File: config.mk
export PLATFORM = sky130hd
export DESIGN_NAME = irq_ctrl
export DESIGN_NICKNAME = d
export VERILOG_FILES = /design/src/rtl/nanoz80_irq_pkg.sv /design/src/rtl/irq_timer_core.sv /design/src/rtl/irq_ctrl.sv
export SDC_FILE = /design/constraint.sdc
export NUM_CORES = 1
export LEC_CHECK = 0
export ABC_AREA = 1
export CAP_MARGIN = 30
export CORE_ASPECT_RATIO = 1.2
export CORE_UTILIZATION = 30
export DETAILED_ROUTE_END_ITERATION = 10
export GPL_ROUTABILITY_DRIVEN = 0
export GPL_TIMING_DRIVEN = 0
export PLACE_DENSITY_LB_ADDON = 0.12
export SLEW_MARGIN = 20
export SYNTH_ARGS = -nofsm -noshare
export SYNTH_HDL_FRONTEND = slang
export SYNTH_HIERARCHICAL = 1
export SYNTH_SLANG_ARGS = --single-unit
export TNS_END_PERCENT = 20
File: constraint.sdc
create_clock -name clk_i -period 4.2 [get_ports clk_i]
set_input_delay 0.42 -clock clk_i [delete_from_list [all_inputs] [get_ports clk_i]]
set_output_delay 0.42 -clock clk_i [all_outputs]
set_load 0.01 [all_outputs]
File: src/rtl/nanoz80_irq_pkg.sv
// rtl/nanoz80_irq_pkg.sv - shared constants and types for the nano-Z80 interrupt controller
package nanoz80_irq_pkg;

    localparam logic [2:0] IRQ_REG_CTRL     = 3'd0;
    localparam logic [2:0] IRQ_REG_PRESC_LO = 3'd1;
    localparam logic [2:0] IRQ_REG_PRESC_HI = 3'd2;
    localparam logic [2:0] IRQ_REG_COUNT    = 3'd3;
    localparam logic [2:0] IRQ_REG_PEND     = 3'd4;
    localparam logic [2:0] IRQ_REG_MASK     = 3'd5;
    localparam logic [2:0] IRQ_REG_VBASE    = 3'd6;
    localparam logic [2:0] IRQ_REG_CURR     = 3'd7;

    localparam int IRQ_SRC_TIMER = 0;
    localparam int IRQ_SRC_UART  = 1;
    localparam int IRQ_SRC_USB   = 2;
    localparam int IRQ_SRC_SD    = 3;
    localparam int IRQ_SRC_GPIO  = 4;

    localparam logic [2:0] IRQ_IDX_SPURIOUS = 3'd7;

    typedef enum logic [1:0] {
        ACK_IDLE    = 2'd0,
        ACK_BUSY    = 2'd1,
        ACK_RELEASE = 2'd2
    } ack_state_e;

endpackage

File: src/rtl/irq_timer_core.sv
// rtl/irq_timer_core.sv - prescaler plus 8-bit down counter producing one expire pulse per period
module irq_timer_core (
    input  logic        clk_i,
    input  logic        rst_i,
    input  logic        ten_i,
    input  logic        auto_i,
    input  logic        load_i,
    input  logic [15:0] presc_i,
    input  logic [7:0]  count_i,
    output logic        expire_o,
    output logic [7:0]  curr_o
);

    logic [15:0] presc_q, presc_d;
    logic [7:0]  cnt_q, cnt_d;
    logic        tick;

    assign tick     = ten_i & (presc_q == 16'd0);
    assign expire_o = tick & (cnt_q == 8'd0) & ~load_i;
    assign curr_o   = cnt_q;

    // Next prescaler/counter value: load wins, otherwise step only while running
    always_comb begin
        presc_d = presc_q;
        cnt_d   = cnt_q;
        if (load_i) begin
            presc_d = presc_i;
            cnt_d   = count_i;
        end else if (ten_i) begin
            if (presc_q == 16'd0) begin
                presc_d = presc_i;
                if (cnt_q == 8'd0) begin
                    if (auto_i) begin
                        cnt_d = count_i;
                    end
                end else begin
                    cnt_d = cnt_q - 8'd1;
                end
            end else begin
                presc_d = presc_q - 16'd1;
            end
        end
    end

    // Timer state registers
    always_ff @(posedge clk_i or posedge rst_i) begin
        if (rst_i) begin
            presc_q <= 16'd0;
            cnt_q   <= 8'd0;
        end else begin
            presc_q <= presc_d;
            cnt_q   <= cnt_d;
        end
    end

endmodule

File: src/rtl/irq_ctrl.sv
// rtl/irq_ctrl.sv - nano-Z80 interrupt controller and interval timer; NANOZ80_IRQ_EXT_EN enables irq_i sources
import nanoz80_irq_pkg::*;

module irq_ctrl #(
    parameter int          NSRC      = 5,
    parameter logic [15:0] PRESC_RST = 16'hFFFF
) (
    input  logic       clk_i,
    input  logic       rst_i,
    input  logic       wr_n,
    input  logic       m1_n,
    input  logic       iorq_n,
    input  logic       irq_cs,
    input  logic [2:0] reg_addr_i,
    input  logic [7:0] data_i,
    input  logic [3:0] irq_i,
    output logic [7:0] data_o,
    output logic       ack_o,
    output logic       int_n
);

    logic            wr_act, wr_act_q, wr_pulse;
    logic            wr_ctrl, wr_plo, wr_phi, wr_count, wr_pend, wr_mask, wr_vbase;
    logic            ten_q, auto_q, gie_q;
    logic [15:0]     presc_q;
    logic [7:0]      count_q;
    logic [3:0]      vbase_q;
    logic [NSRC-1:0] pend_q, pend_d, mask_q, pend_live, pend_set, ack_clr, ext_set;
    logic            int_n_q;
    ack_state_e      state_q, state_d;
    logic [2:0]      idx_q, prio_idx, vec_idx;
    logic            ack_req, ack_start;
    logic            timer_load, timer_run, timer_expire;
    logic [7:0]      timer_curr;

`ifdef NANOZ80_IRQ_EXT_EN
    localparam logic [NSRC-1:0] LIVE_BITS = '1;
    logic [3:0] irq_q;

    // Previous level of the request lines for rising-edge detection
    always_ff @(posedge clk_i or posedge rst_i) begin
        if (rst_i) irq_q <= 4'd0;
        else       irq_q <= irq_i;
    end

    assign ext_set = {irq_i & ~irq_q, 1'b0};
`else
    localparam logic [NSRC-1:0] LIVE_BITS = NSRC'(1);
    logic unused_irq;

    assign unused_irq = ^irq_i;
    assign ext_set    = '0;
`endif

    // A held-low wr_n acts only on its first clock
    assign wr_act   = irq_cs & ~wr_n;
    assign wr_pulse = wr_act & ~wr_act_q;
    assign wr_ctrl  = wr_pulse & (reg_addr_i == IRQ_REG_CTRL);
    assign wr_plo   = wr_pulse & (reg_addr_i == IRQ_REG_PRESC_LO);
    assign wr_phi   = wr_pulse & (reg_addr_i == IRQ_REG_PRESC_HI);
    assign wr_count = wr_pulse & (reg_addr_i == IRQ_REG_COUNT);
    assign wr_pend  = wr_pulse & (reg_addr_i == IRQ_REG_PEND);
    assign wr_mask  = wr_pulse & (reg_addr_i == IRQ_REG_MASK);
    assign wr_vbase = wr_pulse & (reg_addr_i == IRQ_REG_VBASE);

    // Load on the TEN rising write; a TEN-clearing write already freezes this cycle
    assign timer_load = wr_ctrl & data_i[0] & ~ten_q;
    assign timer_run  = ten_q & ~(wr_ctrl & ~data_i[0]);

    irq_timer_core u_timer (
        .clk_i    (clk_i),
        .rst_i    (rst_i),
        .ten_i    (timer_run),
        .auto_i   (auto_q),
        .load_i   (timer_load),
        .presc_i  (presc_q),
        .count_i  (count_q),
        .expire_o (timer_expire),
        .curr_o   (timer_curr)
    );

    assign pend_live = pend_q & mask_q;
    assign ack_req   = ~m1_n & ~iorq_n & ~rst_i;
    assign ack_start = (state_q == ACK_IDLE) & ack_req;
    assign ack_clr   = ack_start ? (pend_live & (-pend_live)) : '0;
    assign pend_set  = ext_set | NSRC'(timer_expire);
    assign vec_idx   = (state_q == ACK_IDLE) ? prio_idx : idx_q;
    assign int_n     = int_n_q;

    // Lowest-numbered pending unmasked source wins; none gives the spurious index
    always_comb begin
        prio_idx = IRQ_IDX_SPURIOUS;
        for (int i = NSRC - 1; i >= 0; i--) begin
            if (pend_live[i]) prio_idx = 3'(i);
        end
    end

    // Pending update: clears first, then new events so a same-cycle set survives
    always_comb begin
        pend_d = pend_q;
        if (wr_pend) pend_d = pend_d & ~data_i[NSRC-1:0];
        pend_d = (pend_d & ~ack_clr) | pend_set;
        pend_d = pend_d & LIVE_BITS;
    end

    // Acknowledge sequencing and the combinational ack strobe
    always_comb begin
        state_d = state_q;
        ack_o   = 1'b0;
        case (state_q)
            ACK_IDLE: begin
                if (ack_req) begin
                    ack_o   = 1'b1;
                    state_d = ACK_BUSY;
                end
            end
            ACK_BUSY: begin
                ack_o = ~iorq_n;
                if (iorq_n) state_d = ACK_RELEASE;
            end
            ACK_RELEASE: state_d = ACK_IDLE;
            default:     state_d = ACK_IDLE;
        endcase
    end

    // Read mux, overridden by the vector byte during acknowledge
    always_comb begin
        data_o = 8'h00;
        if (ack_o) begin
            data_o = {vbase_q, vec_idx, 1'b0};
        end else begin
            case (reg_addr_i)
                IRQ_REG_CTRL:     data_o = {gie_q, 5'b00000, auto_q, ten_q};
                IRQ_REG_PRESC_LO: data_o = presc_q[7:0];
                IRQ_REG_PRESC_HI: data_o = presc_q[15:8];
                IRQ_REG_COUNT:    data_o = count_q;
                IRQ_REG_PEND:     data_o = 8'(pend_q);
                IRQ_REG_MASK:     data_o = 8'(mask_q);
                IRQ_REG_VBASE:    data_o = {vbase_q, 4'h0};
                IRQ_REG_CURR:     data_o = timer_curr;
                default:          data_o = 8'h00;
            endcase
        end
    end

    // Control register; a one-shot expiry stops the timer unless the CPU writes CTRL
    always_ff @(posedge clk_i or posedge rst_i) begin
        if (rst_i) begin
            ten_q  <= 1'b0;
            auto_q <= 1'b0;
            gie_q  <= 1'b0;
        end else if (wr_ctrl) begin
            ten_q  <= data_i[0];
            auto_q <= data_i[1];
            gie_q  <= data_i[7];
        end else if (timer_expire && !auto_q) begin
            ten_q  <= 1'b0;
        end
    end

    // Configuration registers
    always_ff @(posedge clk_i or posedge rst_i) begin
        if (rst_i) begin
            presc_q <= PRESC_RST;
            count_q <= 8'd0;
            mask_q  <= '0;
            vbase_q <= 4'd0;
        end else begin
            if (wr_plo)   presc_q[7:0]  <= data_i;
            if (wr_phi)   presc_q[15:8] <= data_i;
            if (wr_count) count_q       <= data_i;
            if (wr_mask)  mask_q        <= data_i[NSRC-1:0] & LIVE_BITS;
            if (wr_vbase) vbase_q       <= data_i[7:4];
        end
    end

    // Pending, request, write-edge and acknowledge state
    always_ff @(posedge clk_i or posedge rst_i) begin
        if (rst_i) begin
            pend_q   <= '0;
            int_n_q  <= 1'b1;
            wr_act_q <= 1'b0;
            state_q  <= ACK_IDLE;
            idx_q    <= IRQ_IDX_SPURIOUS;
        end else begin
            pend_q   <= pend_d;
            int_n_q  <= ~(gie_q & |pend_live);
            wr_act_q <= wr_act;
            state_q  <= state_d;
            if (ack_start) idx_q <= prio_idx;
        end
    end

endmodule

==> results.md, run 1 <==
- The run finished with clean final reports.
- Summing all flip-flop and latch instances after layout gives 1570 µm².
- The number of failing hold endpoints at the final stage was 0.
- The worst flop-to-flop path startpoint is wr_act_q.
- The share of total power dissipated in the clock network is 0.264.
- The full die area is 14500 µm².
- The final worst slack is 1240 ps.
- The synthesized net count is 599.
- The worst min-delay path endpoint is int_n.
- The final net count is 636.
- For this design the ratio of total power to cell area is 589 nW/µm².
- The number of max-slew violations in the final report was 0.
- The worst hold path begins at gie_q.
- The port buffer count is 24.
- The leakage dissipation is 2.43 nW.
- The net load switching power is 1.20 mW.
- The count of distinct cell types in the synthesized netlist is 37.
- The clock latency on the worst-skew pair is 340 ps.
- The max-capacitance violation count is 0.
- Data on the critical path is required at its endpoint by 3780 ps.
- The critical path is of the primary input to output port type.
- The Yosys step of the flow raised 6 warnings.
- The worst register-to-register path ends at u_timer/curr_o[4].
- The repair_antennas step left the layout with diodes totalling 0.
- The initial antenna violation count came to 0.
- The number of endpoints failing setup at the final stage is 0.
- The final design area excluding fillers is 5010 µm².
- The worst slew margin relative to its limit is 0.582.
- After the first detailed-routing iteration, the DRC count stood at 176.
- The maximum level of the CTS H-tree is 3.
- After detailed routing, the total wire length is 12.2 mm.
- In the routed layout, each cell is associated on average with a via count of 4.82.
- The height of the die is 132 µm.
- The worst path needs 2960 ps of the cycle, external delays included.
- For this run, the total global-route usage over all layers was measured as 0.185.
- The post-place instance area is 4700 µm².
- The count of cells along the worst hold path is 1.
- In this run the horizontal extent of the chip is 110 µm.
- The switching share of power is 0.408.
- The cell count after synthesis is 574.
- The cell area that synthesis handed to floorplanning was 4220 µm².
- The post-CTS setup buffer count is 0.
- The core outline area is 13800 µm².
- Internal power comes to 1.75 mW.
- In this run the worst path has a maximum fanout of 18.
- The final HPWL from detailed placement is 9.58 mm.
- The first global-routing pass estimated 20.2 mm of wire.
- The number of hold buffers added after CTS was 0.
- The clock passes through at most 2 buffers.
- Setup repair after global routing left no endpoint under its margin.
- The number of optimization iterations in the first detailed-route pass is 5.
- Summed over all layers, the global routing overflow is 0.
- The clock net in this run drives a total of 62 sinks.
- Of the total power, registers draw 0.342.
- The CTS buffer count is 9.
- The via count of the first global-routing pass is 3697.
- Of all cell types, the one taking the most synthesized area is dfrtp_1.
- After clock tree synthesis, the repair step resized 0 gates.
- The final route contains 3793 vias.
- STA classifies the critical path endpoint as an output port.
- In the routed design, unresolved DRC markers number 0.
- The average wire per standard cell is 15.5 µm.
- The root buffer cell chosen for the clock tree is clkbuf_16.
- In the final layout, the multi-input gates occupy 2140 µm².
- 31 I/O pins were placed.
- The layout overhead on the synthesized area is 19.0%.
- At the end of the flow the core is filled with cells to 0.364.
- The final total negative setup slack is 0 ps.
- The fraction of post-synthesis cell area in the top cell type by area is 0.261.
- Derived from the worst setup path, the maximum achievable clock frequency is 338 MHz.
- The final cycle utilization of the critical path is 0.705.
- Clock skew on the completed layout was measured at 11.4 ps.
- The CTS tree is done.
- Before CTS, the worst setup slack after placement is 1250 ps.
- The share of the Yosys chip area taken by registers is 0.373.
- The number of core rows is 47.
- STA puts the critical path data arrival time at 2540 ps.
- In the final layout, the share of cells above drive strength 1 is 0.192.
- The post-synthesis average cell area is 7.34 µm².
- The kind of path behind the tightest hold check is flip-flop to flip-flop.
- The effective utilization at floorplan is 0.306.
- After synthesis, the cell types taking the most area are dfrtp_1, nand2_1, dfstp_2.
- Once detail routing completed, the nets flagged for antenna violations numbered 0.
- The highest ir drop seen on vdd is 213 µV.
- The filler cells instantiated in the layout total 1542.
- The actual slew at the worst max-slew pin is 622 ps.
- The register-to-register setup slack is 1810 ps.
- STA classifies the critical path startpoint as a primary input.
- The synthesis-stage register bit count is 62.
- The pin count of the biggest net entering global routing is 24.
- Of the total power, combinational logic draws 0.394.
- The number of cells on the worst reg-to-reg path is 11.
- The clock transition time at the flip-flop clock pins of the worst setup and hold paths is 50 ps.
==> cell usage after synthesis (all sizes together) <==
cell and count:
buf 13, nand3 46, o211ai 1, nand4 21
nor3 3, a21boi 1, nor2 67, dfrtp 44
o31ai 1, xnor2 3, a21oi 13, xor2 2
o21ai 49, inv 80, a31oi 1, o21bai 1
clkbuf 2, o22ai 1, nand3b 5, nand2 198
dfstp 18, ha 4
==> area by class of cell <==
type	instances	area share
well taps	171	0.0427
repair buffers	26	0.0549
clock buffers	12	0.0511
flip-flops and latches	62	0.314
plain buffers	15	0.0327
inverters	80	0.0669
clock inverters	4	0.0107
multi-input cells	417	0.427
==> power groups by stage <==
stage | combinational, mW | clock [mW] | sequential, mW
6_report | 1.16 | 0.780 | 1.01
5_1_grt | 1.35 | 0.824 | 1.04
4_1_cts | 1.17 | 0.800 | 1.01
3_5_place_dp | 1.17 | 0 | 1.02
3_3_place_gp | 1.15 | 0 | 1.02
2_1_floorplan | 0.925 | 0 | 0.935
==> worst max path at each step <==
stage / start / endpoint / slack, ps / depth (start not counted)
after floorplan: rst_i / data_o[5] / 1890 / 6
after global placement: rst_i / data_o[2] / 300 / 8
after detailed placement: rst_i / data_o[0] / 1250 / 8
after CTS: rst_i / data_o[0] / 1230 / 8
after global routing: rst_i / data_o[0] / 1080 / 8
final: rst_i / data_o[0] / 1240 / 8
==> state kept, by name (all words and copies together) (netlist names) <==
signal / flops
vbase_q: 4
gie_q: 1
int_n: 1
idx_q: 1
auto_q: 1
pend_q: 1
mask_q: 1
presc_q: 16
wr_act_q: 1
state_q: 2
count_q: 8
ten_q: 1
u_timer/presc_q: 16
u_timer/curr_o: 8
==> layer usage <==
layer	part of all wire	track usage	vias to the layer above
met3	0.039	0.0311	18
met1	0.43	0.239	1776
met2	0.51	0.310	96
met5	0	0	-
met4	0.024	0.0636	0
li1	-	-	1903
==> layout by cell type, fill, tap and decap left out, types with 15 or more instances in the layout <==
cell / n
nor2_1: 58
o21ai_0: 15
nand4_1: 21
inv_1: 65
clkdlybuf4s50_1: 24
nand3_1: 39
dfstp_2: 18
dfrtp_1: 44
nand2_1: 183
o21ai_2: 24
==> kinds of logic after synthesis <==
family                     after synthesis  synth area share
AOI/OAI and AO/OA                       68             0.105
and+or+nand+nor                        340             0.381
DFF                                     62             0.373
buffers and inverters                   95             0.118
xor gates and xnor gates                 5            0.0104
adders and majority gates                4            0.0119
==> worst max-delay path, cell delays in order <==
cell and delay, ps:
clkdlybuf4s50_1 500, inv_2 190, nand3_2 160, nand2_2 140, inv_1 240, o21ai_0 130
a21oi_1 160, clkdlybuf4s50_1 580
==> through the flow <==
stage | total power [mW] | cells | hold slack [ps]
after floorplan | 1.86 | 574 | 397
after global placement | 2.17 | 769 | 426
after detailed placement | 2.18 | 771 | 410
after CTS | 2.99 | 787 | 429
after global routing | 3.21 | 787 | 466
final | 2.95 | 787 | 426
Note: power is estimated with default switching activity, not from simulation.
==> run 2, diff against run 1 <==
- clock period: 4.2 -> 2.4 ns (I/O delays scaled with it)
==> run 2 against run 1 <==
Effect of this change: sequential share of layout area shrank 0.50 points; non-clock buffer count grew 7; wire length increased by 0.24%; hold slack got worse by 150 ps; critical path depth decreased by 2; first-iteration DRC count shrank 1.7%; core utilization rose by 0.59 points; final cell count increased by 0.89%; count of clock-buffer cells in the layout is the same; die area unchanged; via count shrank 0.45%; critical endpoint is now data_o[3]; largest power group unchanged.
==> results.md, run 2 (synthesis results as in run 1) <==
- The flow ran to the end, and the final reports show no timing, DRC or antenna violations.
- TritonCTS built the clock tree.
- The die covers 14500 µm².
- In the final layout, the share of cells above drive strength 1 is 0.204.
- Of the available clock period, the critical path in the final layout requires 0.944.
- The actual slew at the worst max-slew pin is 574 ps.
- The average wire per standard cell is 15.4 µm.
- The global-route wire length before repair is 20.3 mm.
- The total routed wire length on the met1 layer is 5.33 mm.
- The final HPWL from detailed placement is 9.58 mm.
- The most common library cell in the layout ignoring fill and taps is nand2_1.
- The register-to-register setup slack is 330 ps.
- The number of optimization iterations in the first detailed-route pass is 4.
- Together, buffers and inverters on the worst path number 1.
- For this configuration, the core starts out at a cell density of 0.306.
- The detailed router placed 3776 vias in this run.
- Summed over all layers, the routed wires come to 12.2 mm.
- The leakage dissipation is 2.49 nW.
- The number of max-slew violations in the final report is 0.
- The overall global routing resource usage is 0.186.
- Once layout is complete, the cells apart from fillers number 794.
- The uppermost signal routing layer after detailed routing is met4.
- The number of core rows is 47.
- The clock reaches the later pin of the worst-skew pair after 340 ps.
- The final net count is 643.
- In this run the horizontal extent of the chip is 110 µm.
- After clock tree synthesis, the clock-pin slew on the worst setup and hold paths is 60 ps.
- Dividing the detail-routed via count by the number of cells gives 4.76.
- The worst setup path is launched from a flip-flop.
- Setup repair after global routing left no endpoint under its margin.
- The family of cells with the greatest summed delay on the critical path is simple AND/OR/NAND/NOR gates.
- The via count of the first global-routing pass is 3708.
- The global-route congestion overflow total is 0.
- The number of cells on the worst reg-to-reg path is 10.
- The repair_antennas step left the layout with diodes totalling 0.
- The largest incremental delay on the critical path is 540 ps.
- At the worst endpoint, the required time is 2160 ps.
- The max-capacitance violation count is 0.
- The cell sitting at the root of the clock tree is a clkbuf_16.
- The met3 wire length is 437 µm.
- The arrival time at the worst endpoint is 2020 ps.
- The post-place instance area is 4700 µm².
- The worst-case IR drop observed on VDD is 373 µV.
- Measured along the y axis, the die boundary spans 132 µm.
- In the layout the commonest cells are nand2_1, inv_1, nor2_1, dfrtp_1, nand3_1.
- The standard cell with the maximum stage delay on the critical path is clkdlybuf4s50_1.
- Hold timing on the final database bottoms out at a slack of 272 ps.
- The largest registers in the layout are presc_q x16, u_timer/presc_q x16.
- In this design, the critical path's most frequently occurring cell is nand2_1.
- The port buffer count is 24.
- Headroom to the max-slew limit came out at 0.617.
- The initial antenna violation count is 0.
- The remaining antenna violation count is 0.
- Clock tree synthesis found a total of 62 sinks.
- The filler cells instantiated in the layout total 1540.
- CTS built an H-tree with a depth of 3.
- The I/O pin count is 31.
- The met2 wire length is 6.16 mm.
- The most critical setup path has its startpoint at state_q[1].
- The power density over the cells is 1020 nW/µm².
- The core outline area is 13800 µm².
- Walking the worst path, the cells encountered are nor2_2 > nand3_2 > nand2_4 > nand2_1 > nand2_1 > clkdlybuf4s50_1.
- The CTS buffer count is 9.
- The layout overhead on the synthesized area is 20.9%.
- The minimum clock period is 2260 ps.
- The capturing element type of the critical path is an output port.
- The setup clock skew after layout is 11.9 ps.
- Setup violations remaining at the end of the flow were counted as 0.
- The initial DRC count is 173.
- After detailed placement, the design holds a cell count of 771.
- The critical path is of the flip-flop to output port type.
- The clock passes through at most 2 buffers.
- The completed layout was analyzed and its total power is 5.18 mW.
- The startpoint identified for the worst register-to-register timing path is wr_act_q.
- The endpoint of the most critical register-to-register path is u_timer/presc_q[5].
- Based on the critical path, the design can be clocked at up to 442 MHz.
- Entering global routing, the biggest net connects 24 pins.
- For this run, design rule violations remaining after detail routing come to 0.
- Hold repair after CTS inserted 0 buffers.
- Once layout is done, the placed cells without fillers occupy 5100 µm².
- The maximum fanout along the worst path is 9.
- The min-delay analysis places its worst path in the category primary input to async pin.
- The number of failing hold endpoints at the final stage is 0.
## run 2: repair_timing
| item | 4_1_cts | 5_1_grt |
|---|---|---|
| hold endpoints to repair | 0 | 0 |
| setup endpoints to repair | 10 | 10 |
| setup buffers | 0 | 7 |
| resized for setup | 3 | 7 |
## run 2: worst max-delay path by stage
stage	end	cells after the start	slack, ps
2_1_floorplan	data_o[5]	6	450
3_3_place_gp	data_o[2]	8	-1140
3_5_place_dp	u_timer/presc_q[2]	10	-340
4_1_cts	data_o[0]	8	-30
5_1_grt	data_o[2]	6	6
6_report	data_o[3]	6	140
## run 2: tightest hold or removal path: stages
cell	delay, ps
clkdlybuf4s50_1	470
clkinv_4	110
buf_4	110
## run 2: power breakdown
part	internal [mW]	switching (mW)	total [mW]	leakage, nW
clock network	0.864	0.502	1.37	0.145
registers	1.39	0.381	1.77	0.750
logic	0.816	1.23	2.05	1.59
## run 2: metrics by stage
step / setup WS, ps / utilization / setup TNS, ps
2_1_floorplan: 451 / - / 0
3_3_place_gp: -1140 / 0.339 / -16460
3_5_place_dp: -342 / 0.342 / -7500
4_1_cts: -32.2 / 0.365 / -32.2
5_1_grt: 5.70 / 0.370 / 0
6_report: 135 / 0.370 / 0
## run 2: per-layer routing
layer  vias to the layer above  track usage
met5                         -            0
met4                         0       0.0643
met3                        16       0.0336
met2                        75        0.310
met1                      1763        0.238
li1                       1922            -
## run 2: layout make-up
class                           count  area [µm²]  area share
Inverter                           80         343      0.0673
Clock inverter                      4        53.8      0.0106
Sequential cell                    62        1570       0.309
Multi-Input combinational cell    417        2160       0.424
Tap cell                          171         214      0.0420
Buffer                             15         164      0.0322
Clock buffer                       12         256      0.0503
Timing Repair Buffer               33         333      0.0653
==> run 3, diff against run 2 <==
- clock period: 2.4 -> 2.08 ns (I/O delays scaled with it)
==> run 3 against run 2 <==
Effect of this change: register-to-register slack lost 190 ps; core utilization increased by 0.36 points; via count increased by 0.53%; highest routed layer unchanged; combinational power rose by 16%; count of clock-buffer cells in the layout stayed put.
==> results.md, run 3 (synthesis results as in run 1) <==
- STA classifies the critical path startpoint as a flip-flop.
- The arrival time at the worst endpoint is 1750 ps.
- The diode insertion count for antenna repair is 0.
- TritonCTS built the clock tree.
- The actual slew at the worst max-slew pin is 579 ps.
- For this configuration, the core starts out at a cell density of 0.306.
- The worst slew margin relative to its limit is 0.614.
- The slowest stage of the critical path is the dfrtp_1 cell.
- The DRC violation count after routing is 0.
- The floorplan step defined a die boundary enclosing 14500 µm².
- The worst flop-to-flop path startpoint is wr_act_q.
- The final net count is 644.
- The I/O pin count is 31.
- The initial antenna violation count is 0.
- For this design, the CTS-stage hold fixing added 0 buffers.
- After legalization and detailed placement, the total HPWL measured 9.58 mm.
- The number of failing hold endpoints at the final stage is 0.
- The flow ran to the end, and the final reports show no timing, DRC or antenna violations.
- Leaving out fill and tap cells, the most frequent cells in the layout are nand2_1, inv_1, nor2_1, dfrtp_1, nand3_1.
- The beginning of the critical path is state_q[0].
- Derived from the worst setup path, the maximum achievable clock frequency is 510 MHz.
- The max-capacitance violation count is 0.
- The via count of the first global-routing pass was 3713.
- Setup slack closes at 120 ps.
- The leakage dissipation is 2.52 nW.
- Counting every sink on the clock net gives 62.
- The critical path class is flip-flop to output port.
- Summed over all layers, the routed wires come to 12.5 mm.
- The initial DRC count is 165.
- The largest registers in the layout are presc_q x16, u_timer/presc_q x16.
- From synthesis to final layout, the design area changed by 22.1%.
- The number of core rows is 47.
- Clock-pin slew was measured on the worst setup and hold paths at 60 ps.
- The number of endpoints failing setup at the final stage is 0.
- The worst path needs 1960 ps of the cycle, external delays included.
- The H-tree generated during clock tree synthesis spans 3 levels.
- Across all hold checks on the routed design, the worst slack comes to 304 ps.
- The setup clock skew after layout is 12.0 ps.
- The kind of path behind the tightest hold check is primary input to flip-flop.
- The first global-routing pass estimated 20.4 mm of wire.
- In this run the horizontal extent of the chip is 110 µm.
- The post-place instance area is 4700 µm².
- The origin of the worst min-delay path is reg_addr_i[1].
- The capturing element type of the critical path is an output port.
- The clock latency on the worst-skew pair is 340 ps.
- The fraction of layout instances using a drive strength above 1 is 0.216.
- The CTS buffer count is 9.
- The first detailed-routing pass took 4 iterations.
- The number of cells in the finished layout apart from fillers is 795.
- In the final routed layout, each cell accounts on average for 15.7 µm.
- The pin count of the biggest net entering global routing is 24.
- The number of placed cells counting well taps is 771.
- The core outline area is 13800 µm².
- Of all nets on the critical path, the largest fanout is 6.
- At the placement stage, the worst setup path has a slack of -630 ps.
- The root buffer cell is clkbuf_16.
- The longest clock path from root to sink contains 2 buffers.
- During placement, the flow inserted port buffers numbering 24.
- Setup repair after global routing could not meet its margin everywhere.
- The number of max-slew violations in the final report is 0.
- Once layout is done, the placed cells without fillers occupy 5150 µm².
- For this run, the total global-route usage over all layers was measured as 0.187.
- The final cycle utilization of the critical path is 0.942.
- Summed over all layers, the global routing overflow is 0.
- The count of nets left with antenna violations once routing finished came out at 0.
- The most common library cell in the layout ignoring fill and taps is nand2_1.
- Summing over every cut layer, the via total after detailed routing is 3796.
- The post-detailed-route via-to-cell ratio is 4.77.
- Across the VDD grid, the largest voltage drop is 431 µV.
- Power spread over the standard cell area amounts to 1170 nW/µm².
- The largest incremental delay on the critical path is 420 ps.
- The signal on the critical path passes through nor2_4 > nand3_2 > nand2_4 > buf_12 > inv_4 > o21ai_1 > nand2_1 > dlygate4sd2_1.
- At the worst endpoint, the required time is 1870 ps.
- The die is 132 µm tall.
==> run 3: cell count changes in the layout (fill, tap and decap cells not counted), moves of 2 or more <==
cell and delta:
buf_2 -2, clkbuf_2 +2, clkdlybuf4s50_1 -8, dlygate4sd2_1 +8, inv_4 +2, nor2_1 -2
==> run 3: stage by stage <==
| stage | power, mW | setup TNS (ps) | utilization |
|---|---|---|---|
| 3_3_place_gp | 4.38 | -28130 | 0.339 |
| 4_1_cts | 6.02 | 0 | 0.367 |
| 3_5_place_dp | 4.41 | -16870 | 0.342 |
| 6_report | 6.00 | 0 | 0.374 |
| 2_1_floorplan | 3.75 | 0 | - |
| 5_1_grt | 6.53 | -38.8 | 0.374 |
==> run 3: critical path, delay by kind of cell, from the launching register on <==
family / cells / cell delay [ps]
buffers and inverters: 3 / 440
AO/OA/AOI/OAI: 1 / 100
flip-flops: 1 / 420
AND/OR/NAND/NOR: 4 / 450
==> run 3: final cells by class <==
cell class	count	area [µm²]
buffer	15	174
clock inverter	4	53.8
sequential	62	1570
inverter	80	353
timing repair buffer	33	328
fill	1529	8610
clock buffer	12	256
tap	171	214
multi-input combinational	418	2190
==> run 3: worst paths after layout <==
check | slack (ps) | end | cells past startpoint
worst min-delay path | 300 | mask_q[0] | 4
worst min register to register | 430 | int_n | 1
min in group asynchronous | 350 | count_q[1] | 3
worst max register to register | 140 | u_timer/presc_q[5] | 10
max in group asynchronous | 1210 | u_timer/curr_o[7] | 3
worst max-delay path | 120 | data_o[6] | 8
==> run 3: timing repair <==
item                                   CTS  global route
endpoints found under the hold margin    0             0
pin swaps                                1             4
setup endpoints to repair               33            22
gates cloned                             0             1
resized for setup                       19            15
setup buffers                            2             5
==> run 3: per-layer routing <==
| metal | part of all wire | GRT usage |
|---|---|---|
| met2 | 0.50 | 0.311 |
| met5 | 0 | 0 |
| met4 | 0.026 | 0.0643 |
| met3 | 0.037 | 0.0336 |
| met1 | 0.43 | 0.240 |
==> run 3: where the power goes <==
part | leakage [nW] | internal (mW) | switching (mW)
Clock | 0.145 | 0.997 | 0.577
Sequential | 0.750 | 1.60 | 0.443
Combinational | 1.62 | 0.941 | 1.44
